$ cat src/rtl/axilite_regbank_write_pkg.sv
// axilite_pkg: AXI4-Lite response codes and the strobe-shift helper shared by the CSR write bank.
package axilite_pkg;
    localparam logic [1:0] RESP_OKAY   = 2'd0;
    localparam logic [1:0] RESP_EXOKAY = 2'd1;
    localparam logic [1:0] RESP_SLVERR = 2'd2;
    localparam logic [1:0] RESP_DECERR = 2'd3;

    function automatic int strb_shift(input int data_width);
        return $clog2(data_width / 8);
    endfunction
endpackage

$ cat src/rtl/axilite_regbank_write_if.sv
// axilite_regbank_write_if: AXI4-Lite write-channel bundle (AW, W, B) with master/slave views.
interface axilite_regbank_write_if #(
    parameter int DATA_WIDTH = 32,
    parameter int ADDR_SIZE  = 32
);
    logic [ADDR_SIZE-1:0]    awaddr;
    logic                    awvalid;
    logic                    awready;
    logic [DATA_WIDTH-1:0]   wdata;
    logic [DATA_WIDTH/8-1:0] wstrb;
    logic                    wvalid;
    logic                    wready;
    logic [1:0]              bresp;
    logic                    bvalid;
    logic                    bready;

    modport slave (
        input  awaddr, awvalid, wdata, wstrb, wvalid, bready,
        output awready, wready, bresp, bvalid
    );

    modport master (
        output awaddr, awvalid, wdata, wstrb, wvalid, bready,
        input  awready, wready, bresp, bvalid
    );
endinterface

$ cat src/rtl/axilite_regbank_write_hold_reg.sv
// axilite_hold_reg: one-entry valid/ready capture register, emptied by clear.
module axilite_hold_reg #(
    parameter int WIDTH = 32
) (
    input  logic             clk,
    input  logic             rst,
    input  logic [WIDTH-1:0] data,
    input  logic             valid,
    output logic             ready,
    input  logic             clear,
    output logic             held,
    output logic [WIDTH-1:0] q
);
    assign ready = !held;

    // clear only fires while held, so it never races a capture
    always_ff @(posedge clk) begin
        if (!rst) held <= 1'b0;
        else if (clear) held <= 1'b0;
        else if (valid && ready) held <= 1'b1;
        if (valid && ready) q <= data;
    end
endmodule

$ cat src/rtl/axilite_regbank_write.sv
// axilite_regbank_write: AXI4-Lite write slave for the CSR bank with decode, strobes and B backpressure.
// Defining AXIL_WR_PULSE_EN adds wr_pulse, one cycle high per register on each OKAY commit.
module axilite_regbank_write
    import axilite_pkg::*;
#(
    parameter int                             DATA_WIDTH = 32,
    parameter int                             ADDR_SIZE  = 32,
    parameter int                             NUM_REGS   = 4,
    parameter logic [ADDR_SIZE-1:0]           BASE_ADDR  = '0,
    parameter logic [NUM_REGS-1:0]            RO_MASK    = '0,
    parameter logic [NUM_REGS*DATA_WIDTH-1:0] RESET_VAL  = '0
) (
    input  logic                           clk,
    input  logic                           rst,
    axilite_regbank_write_if.slave         bus,
    output logic [NUM_REGS*DATA_WIDTH-1:0] regs
`ifdef AXIL_WR_PULSE_EN
    ,
    output logic [NUM_REGS-1:0]            wr_pulse
`endif
);
    localparam int NB    = DATA_WIDTH / 8;
    localparam int SHIFT = strb_shift(DATA_WIDTH);

    logic                  aw_held, w_held, commit;
    logic [ADDR_SIZE-1:0]  aw_addr, off, idx;
    logic [DATA_WIDTH-1:0] w_data;
    logic [NB-1:0]         w_strb;
    logic [NUM_REGS-1:0]   hit, we;
    logic [1:0]            resp;

    axilite_hold_reg #(.WIDTH(ADDR_SIZE)) u_aw (
        .clk(clk), .rst(rst), .data(bus.awaddr), .valid(bus.awvalid), .ready(bus.awready),
        .clear(commit), .held(aw_held), .q(aw_addr)
    );

    axilite_hold_reg #(.WIDTH(DATA_WIDTH + NB)) u_w (
        .clk(clk), .rst(rst), .data({bus.wstrb, bus.wdata}), .valid(bus.wvalid), .ready(bus.wready),
        .clear(commit), .held(w_held), .q({w_strb, w_data})
    );

    assign commit = aw_held && w_held && (!bus.bvalid || bus.bready);
    // modular subtraction makes addresses below the base land far out of range
    assign off    = aw_addr - BASE_ADDR;
    assign idx    = off >> SHIFT;

    always_comb begin
        hit = '0;
        for (int i = 0; i < NUM_REGS; i++) hit[i] = idx == ADDR_SIZE'(i);
    end

    assign we   = commit ? (hit & ~RO_MASK) : '0;
    assign resp = ~|hit ? RESP_DECERR : |(hit & RO_MASK) ? RESP_SLVERR : RESP_OKAY;

    always_ff @(posedge clk) begin
        if (!rst) regs <= RESET_VAL;
        else
            for (int i = 0; i < NUM_REGS; i++)
                for (int k = 0; k < NB; k++)
                    if (we[i] && w_strb[k]) regs[i*DATA_WIDTH + k*8 +: 8] <= w_data[k*8 +: 8];
    end

    always_ff @(posedge clk) begin
        if (!rst) begin
            bus.bvalid <= 1'b0;
            bus.bresp  <= RESP_OKAY;
        end else if (commit) begin
            bus.bvalid <= 1'b1;
            bus.bresp  <= resp;
        end else if (bus.bready) begin
            bus.bvalid <= 1'b0;
        end
    end

`ifdef AXIL_WR_PULSE_EN
    always_ff @(posedge clk) wr_pulse <= rst ? we : '0;
`endif
endmodule
$ cat src/flat_wrapper.sv
// flat-port wrapper written by rule: the top's interface ports become plain ports
module axilite_regbank_write_flat import axilite_pkg::*;
#(
    parameter int                             DATA_WIDTH = 32,
    parameter int                             ADDR_SIZE  = 32,
    parameter int                             NUM_REGS   = 4,
    parameter logic [ADDR_SIZE-1:0]           BASE_ADDR  = '0,
    parameter logic [NUM_REGS-1:0]            RO_MASK    = '0,
    parameter logic [NUM_REGS*DATA_WIDTH-1:0] RESET_VAL  = '0
)
  (clk, rst, regs, bus_awaddr, bus_awvalid, bus_wdata, bus_wstrb, bus_wvalid, bus_bready, bus_awready, bus_wready, bus_bresp, bus_bvalid);
  axilite_regbank_write_if #(.DATA_WIDTH(DATA_WIDTH), .ADDR_SIZE(ADDR_SIZE)) bus_i ();
  input  logic clk;
  input  logic rst;
  output logic [NUM_REGS*DATA_WIDTH-1:0] regs;
  input wire logic [$bits(bus_i.awaddr)-1:0] bus_awaddr;
  input wire logic [$bits(bus_i.awvalid)-1:0] bus_awvalid;
  input wire logic [$bits(bus_i.wdata)-1:0] bus_wdata;
  input wire logic [$bits(bus_i.wstrb)-1:0] bus_wstrb;
  input wire logic [$bits(bus_i.wvalid)-1:0] bus_wvalid;
  input wire logic [$bits(bus_i.bready)-1:0] bus_bready;
  output wire logic [$bits(bus_i.awready)-1:0] bus_awready;
  output wire logic [$bits(bus_i.wready)-1:0] bus_wready;
  output wire logic [$bits(bus_i.bresp)-1:0] bus_bresp;
  output wire logic [$bits(bus_i.bvalid)-1:0] bus_bvalid;
  assign bus_i.awaddr = bus_awaddr;
  assign bus_i.awvalid = bus_awvalid;
  assign bus_i.wdata = bus_wdata;
  assign bus_i.wstrb = bus_wstrb;
  assign bus_i.wvalid = bus_wvalid;
  assign bus_i.bready = bus_bready;
  assign bus_awready = bus_i.awready;
  assign bus_wready = bus_i.wready;
  assign bus_bresp = bus_i.bresp;
  assign bus_bvalid = bus_i.bvalid;
  axilite_regbank_write #(.DATA_WIDTH(DATA_WIDTH), .ADDR_SIZE(ADDR_SIZE), .NUM_REGS(NUM_REGS), .BASE_ADDR(BASE_ADDR), .RO_MASK(RO_MASK), .RESET_VAL(RESET_VAL)) u_core (.clk(clk), .rst(rst), .bus(bus_i), .regs(regs));
endmodule
$ cat config.mk
export PLATFORM = sky130hd
export DESIGN_NAME = axilite_regbank_write_flat
export DESIGN_NICKNAME = d
export VERILOG_FILES = /design/src/rtl/axilite_regbank_write_pkg.sv /design/src/rtl/axilite_regbank_write_if.sv /design/src/rtl/axilite_regbank_write_hold_reg.sv /design/src/rtl/axilite_regbank_write.sv /design/src/flat_wrapper.sv
export SDC_FILE = /design/constraint.sdc
export NUM_CORES = 1
export LEC_CHECK = 0
export CAP_MARGIN = 10
export CORE_MARGIN = 2
export CORE_UTILIZATION = 51
export CTS_CLUSTER_DIAMETER = 80
export DETAILED_ROUTE_END_ITERATION = 8
export HOLD_SLACK_MARGIN = 0.05
export PLACE_DENSITY_LB_ADDON = 0.2
export SLEW_MARGIN = 15
export SYNTH_ARGS = -nofsm -noshare
export SYNTH_HDL_FRONTEND = slang
export SYNTH_SLANG_ARGS = --single-unit
$ cat constraint.sdc
create_clock -name clk -period 6.15 [get_ports clk]
set_input_delay 0.615 -clock clk [delete_from_list [all_inputs] [get_ports clk]]
set_output_delay 0.615 -clock clk [all_outputs]
set_load 0.02 [all_outputs]
==> report_table.html <==
<table>
<tr><th>Metric</th><th>Value</th></tr>
<tr><th colspan="2">Clock network</th></tr>
<tr><td>Post-CTS setup buffer count</td><td>0</td></tr>
<tr><td>Total clock sinks</td><td>198</td></tr>
<tr><td>Total of hold buffers inserted after clock tree synthesis</td><td>0</td></tr>
<tr><td>TritonCTS clock tree</td><td>built</td></tr>
<tr><td>Total of cells resized after clock tree synthesis</td><td>0</td></tr>
<tr><td>H-tree levels</td><td>4</td></tr>
<tr><td>Clk pin slew, worst setup/hold paths</td><td>70 ps</td></tr>
<tr><td>Clock buffers created by TritonCTS</td><td>17</td></tr>
<tr><td>Insertion delay to the later sink of the worst-skew pair</td><td>430 ps</td></tr>
<tr><td>CTS Buffer Depth</td><td>2</td></tr>
<tr><td>Root Buffer Master</td><td>sky130_fd_sc_hd__clkbuf_16</td></tr>
<tr><th colspan="2">Hold path</th></tr>
<tr><td>Hold WC Path Type</td><td>reg2reg</td></tr>
<tr><th colspan="2">Cells and area</th></tr>
<tr><td>Register cell area after layout</td><td>4620 sq um</td></tr>
<tr><td>Multi-input gate area in the final layout</td><td>2310 sq um</td></tr>
<tr><td>Number of nets in the finished design</td><td>844</td></tr>
<tr><td>Proportion of layout cells with a drive suffix above 1</td><td>6.25%</td></tr>
<tr><td>Antenna diode count</td><td>0</td></tr>
<tr><td>Growth of design area from synthesis to finish</td><td>38.5%</td></tr>
<tr><td>Number of fill cells in the layout</td><td>1006</td></tr>
<tr><th colspan="2">Synthesis</th></tr>
<tr><td>Count of mapped cells out of synthesis</td><td>580</td></tr>
<tr><td>Mapped Nets</td><td>653</td></tr>
<tr><td>Library cell with the highest instance count after synthesis</td><td>sky130_fd_sc_hd__nand2_1</td></tr>
<tr><td>Area contributors post-synth</td><td>sky130_fd_sc_hd__dfxtp_1 37%, sky130_fd_sc_hd__edfxtp_1 28%, sky130_fd_sc_hd__mux2i_1 18%</td></tr>
<tr><td>Total standard cell area after synthesis</td><td>7130 sq um</td></tr>
<tr><td>Synthesis warning total</td><td>0</td></tr>
<tr><td>Number of enable-type register cells in the synthesized netlist</td><td>66</td></tr>
<tr><td>Seq/Total Area, Yosys</td><td>64.9%</td></tr>
<tr><td>Number of distinct library cells after synthesis</td><td>25</td></tr>
<tr><td>Post-Syn Area per Cell</td><td>12.3 sq um</td></tr>
<tr><td>Register bit count reported by yosys</td><td>198</td></tr>
<tr><td>Top cells by instance count after synthesis</td><td>174 x sky130_fd_sc_hd__nand2_1, 132 x sky130_fd_sc_hd__dfxtp_1, 128 x sky130_fd_sc_hd__mux2i_1, 66 x sky130_fd_sc_hd__edfxtp_1, 16 x sky130_fd_sc_hd__clkbuf_1</td></tr>
<tr><td>Area fraction of the dominant cell type after synthesis</td><td>37.1%</td></tr>
<tr><td>Largest area contributor in the synthesized netlist</td><td>sky130_fd_sc_hd__dfxtp_1</td></tr>
<tr><td>Share of flip-flops with an asynchronous set or reset</td><td>0%</td></tr>
<tr><td>Most used flip-flop cell after synthesis</td><td>sky130_fd_sc_hd__dfxtp_1</td></tr>
<tr><th colspan="2">Drt</th></tr>
<tr><td>Wirelength, routed</td><td>15.8 mm</td></tr>
<tr><td>Vias</td><td>4883</td></tr>
<tr><td>Detail-routed net length per standard cell</td><td>16.4 um</td></tr>
<tr><td>Routed via count divided by cell count</td><td>5.07</td></tr>
<tr><td>Number of DRC markers in iteration 0</td><td>300</td></tr>
<tr><td>TritonRoute pass-1 iters</td><td>4</td></tr>
<tr><td>Number of nets with antenna violations after routing</td><td>0</td></tr>
<tr><td>Residual DRC</td><td>0</td></tr>
<tr><th colspan="2">Critical path</th></tr>
<tr><td>Crit path max fanout</td><td>17</td></tr>
<tr><td>Family of cells with the greatest summed delay on the critical path</td><td>simple AND/OR/NAND/NOR gates</td></tr>
<tr><td>Worst setup EP type</td><td>flop</td></tr>
<tr><td>Worst setup path category</td><td>reg2reg</td></tr>
<tr><td>Worst path slowest cell</td><td>sky130_fd_sc_hd__or4_1</td></tr>
<tr><td>Maximum cell stage delay along the critical path</td><td>1040 ps</td></tr>
<tr><td>Kind of start point of the critical path</td><td>flop</td></tr>
<tr><td>Data arrival time of the critical path</td><td>3240 ps</td></tr>
<tr><td>Cell breakdown of the critical path</td><td>nor4_1 &gt; nand4_1 &gt; or4_1 &gt; mux2i_1</td></tr>
<tr><td>Data required time at the worst endpoint</td><td>6490 ps</td></tr>
<tr><td>Number of buffer and inverter stages on the critical path</td><td>0</td></tr>
<tr><th colspan="2">STA</th></tr>
<tr><td>Period utilisation layout</td><td>47.1%</td></tr>
<tr><td>Total negative slack for setup checks</td><td>0 ps</td></tr>
<tr><td>Normalized max-slew margin</td><td>28.1%</td></tr>
<tr><td>RSZ-0062 raised after global routing</td><td>false</td></tr>
<tr><td>Pin slew with the least headroom to its limit</td><td>1080 ps</td></tr>
<tr><td>Fmax</td><td>345 MHz</td></tr>
<tr><td>Hold Violations, Final</td><td>0</td></tr>
<tr><td>Final-report max-slew violation count</td><td>0</td></tr>
<tr><td>Maximum clock skew at final layout</td><td>11.7 ps</td></tr>
<tr><td>Period minus WS final</td><td>2900 ps</td></tr>
<tr><td>Final setup violation count</td><td>0</td></tr>
<tr><th colspan="2">Floorplanning</th></tr>
<tr><td>Boundary pin count</td><td>206</td></tr>
<tr><td>Starting utilization of the core area</td><td>51.7%</td></tr>
<tr><td>Die Height</td><td>122 um</td></tr>
<tr><td>X dimension of the die</td><td>122 um</td></tr>
<tr><td>Die area</td><td>14900 sq um</td></tr>
<tr><td>Std-Cell Core Area</td><td>13800 sq um</td></tr>
<tr><td>Standard-cell row count</td><td>43</td></tr>
<tr><th colspan="2">Power</th></tr>
<tr><td>Clock network fraction of total power</td><td>44.2%</td></tr>
<tr><td>Net switching power</td><td>0.553 mW</td></tr>
<tr><td>Overall power</td><td>2.70 mW</td></tr>
<tr><td>Internal cell power</td><td>2.15 mW</td></tr>
<tr><td>Power share of the combinational group</td><td>4.1%</td></tr>
<tr><td>Net switching share of the total power</td><td>20.5%</td></tr>
<tr><td>Part of the total power dissipated in sequential elements</td><td>51.7%</td></tr>
<tr><td>Total leakage power</td><td>4.06 nW</td></tr>
<tr><td>PD cells</td><td>273 nW/um^2</td></tr>
<tr><td>Peak supply drop</td><td>195 uV</td></tr>
<tr><th colspan="2">Global route</th></tr>
<tr><td>GRT overflow</td><td>0</td></tr>
<tr><td>GRT Util Overall</td><td>21.4%</td></tr>
<tr><td>Via count of the first global-routing pass</td><td>4915</td></tr>
<tr><td>Pin count of the biggest net entering global routing</td><td>114</td></tr>
<tr><td>First-pass GRT wire length</td><td>24.3 mm</td></tr>
<tr><td>Antenna violations before repair</td><td>0</td></tr>
<tr><th colspan="2">Flow run</th></tr>
<tr><td>Max-capacitance violation count</td><td>0</td></tr>
<tr><th colspan="2">Status</th></tr>
<tr><td>Outcome</td><td>complete, no violations</td></tr>
<tr><th colspan="2">Place</th></tr>
<tr><td>HPWL after detailed placement</td><td>11.2 mm</td></tr>
<tr><td>Gpl congestion</td><td>0.745</td></tr>
<tr><td>Buffers on Ports</td><td>203</td></tr>
</table>
## flip-flops by register name (all words and copies together) (netlist names)
register,cells
u_core.u_aw.q,30
u_core.bus.bvalid,1
u_core.u_aw.held,1
u_core.bus.bresp,1
u_core.u_w.held,1
u_core.u_w.q,36
u_core.regs,128
## cells in the final DEF (no fill, tap or decap), types with 4 or more instances in the layout
| cell type | Yosys | final |
|---|---|---|
| sky130_fd_sc_hd__buf_4 | 2 | 4 |
| sky130_fd_sc_hd__bufinv_16 | 0 | 4 |
| sky130_fd_sc_hd__clkbuf_16 | 0 | 18 |
| sky130_fd_sc_hd__clkdlybuf4s50_1 | 0 | 202 |
| sky130_fd_sc_hd__dfxtp_1 | 132 | 132 |
| sky130_fd_sc_hd__edfxtp_1 | 66 | 66 |
| sky130_fd_sc_hd__mux2i_1 | 128 | 128 |
| sky130_fd_sc_hd__nand2_1 | 174 | 174 |
| sky130_fd_sc_hd__nand3_1 | 4 | 4 |
| sky130_fd_sc_hd__nor2_1 | 5 | 5 |
| sky130_fd_sc_hd__nor4_1 | 6 | 6 |
| sky130_fd_sc_hd__nor4_4 | 4 | 4 |
| sky130_fd_sc_hd__or4_1 | 7 | 7 |
| sky130_fd_sc_hd__or4_4 | 5 | 5 |
## logic make-up after synthesis
family	synth area share [%]
flip-flops	64.9
AND/OR/NAND/NOR	13.9
buffers and inverters	2.77
AO/OA/AOI/OAI	0.421
multiplexers	18.0
## metrics by stage
step                      worst slack [ps]  hold WS, ps  cells  instance area, sq um  utilization [%]
after CTS                             3220          459    964                  9870             71.6
final                                 3250          456    964                  9870             71.6
after global placement                3180          444    932                  9220             67.0
after floorplan                       3480          510    580                  7130                -
after detailed placement              3120          447    932                  9220             67.0
after global routing                  3040          480    964                  9870             71.6
## final timing paths
path | from | endpoint | slack (ps) | depth (start not counted)
setup / recovery | u_core.u_aw.q[14] | u_core.regs[9] | 3250 | 4
hold / removal | u_core.regs[111] | u_core.regs[111] | 460 | 2
setup reg to reg | u_core.u_aw.q[14] | u_core.regs[9] | 3250 | 4
hold reg to reg | u_core.regs[111] | u_core.regs[111] | 460 | 2
## routing by layer
| metal | global-route usage [%] | wire (um) | up-vias |
|---|---|---|---|
| met5 | 0 | 0 | - |
| met4 | 7.18 | 220 | 0 |
| met3 | 5.48 | 1050 | 15 |
| met2 | 36.9 | 8010 | 160 |
| met1 | 26.1 | 6500 | 2319 |
| li1 | - | - | 2389 |
## power groups by stage
stage               Clock [mW]  Combinational, mW  Sequential [mW]
finish                    1.19              0.110             1.39
global route              1.26              0.119             1.40
CTS                       1.21              0.111             1.40
detailed placement           0              0.111             1.42
global placement             0              0.107             1.42
floorplan                    0             0.0459             1.42
## worst reg2reg max path, delay by kind of cell (launching register included)
| family | cells | cell delay, ps |
|---|---|---|
| flops | 1 | 360 |
| simple gates | 3 | 2160 |
| mux | 1 | 300 |
## cell type report
cell class / instances / share of cell area (%)
sequential: 198 / 46.9
multi-input combinational: 346 / 23.4
timing repair buffer: 206 / 20.8
clock buffer: 18 / 4.56
tap: 180 / 2.28
clock inverter: 14 / 1.98
inverter: 2 / 0.0761
Note: power is estimated with default switching activity, not from simulation.
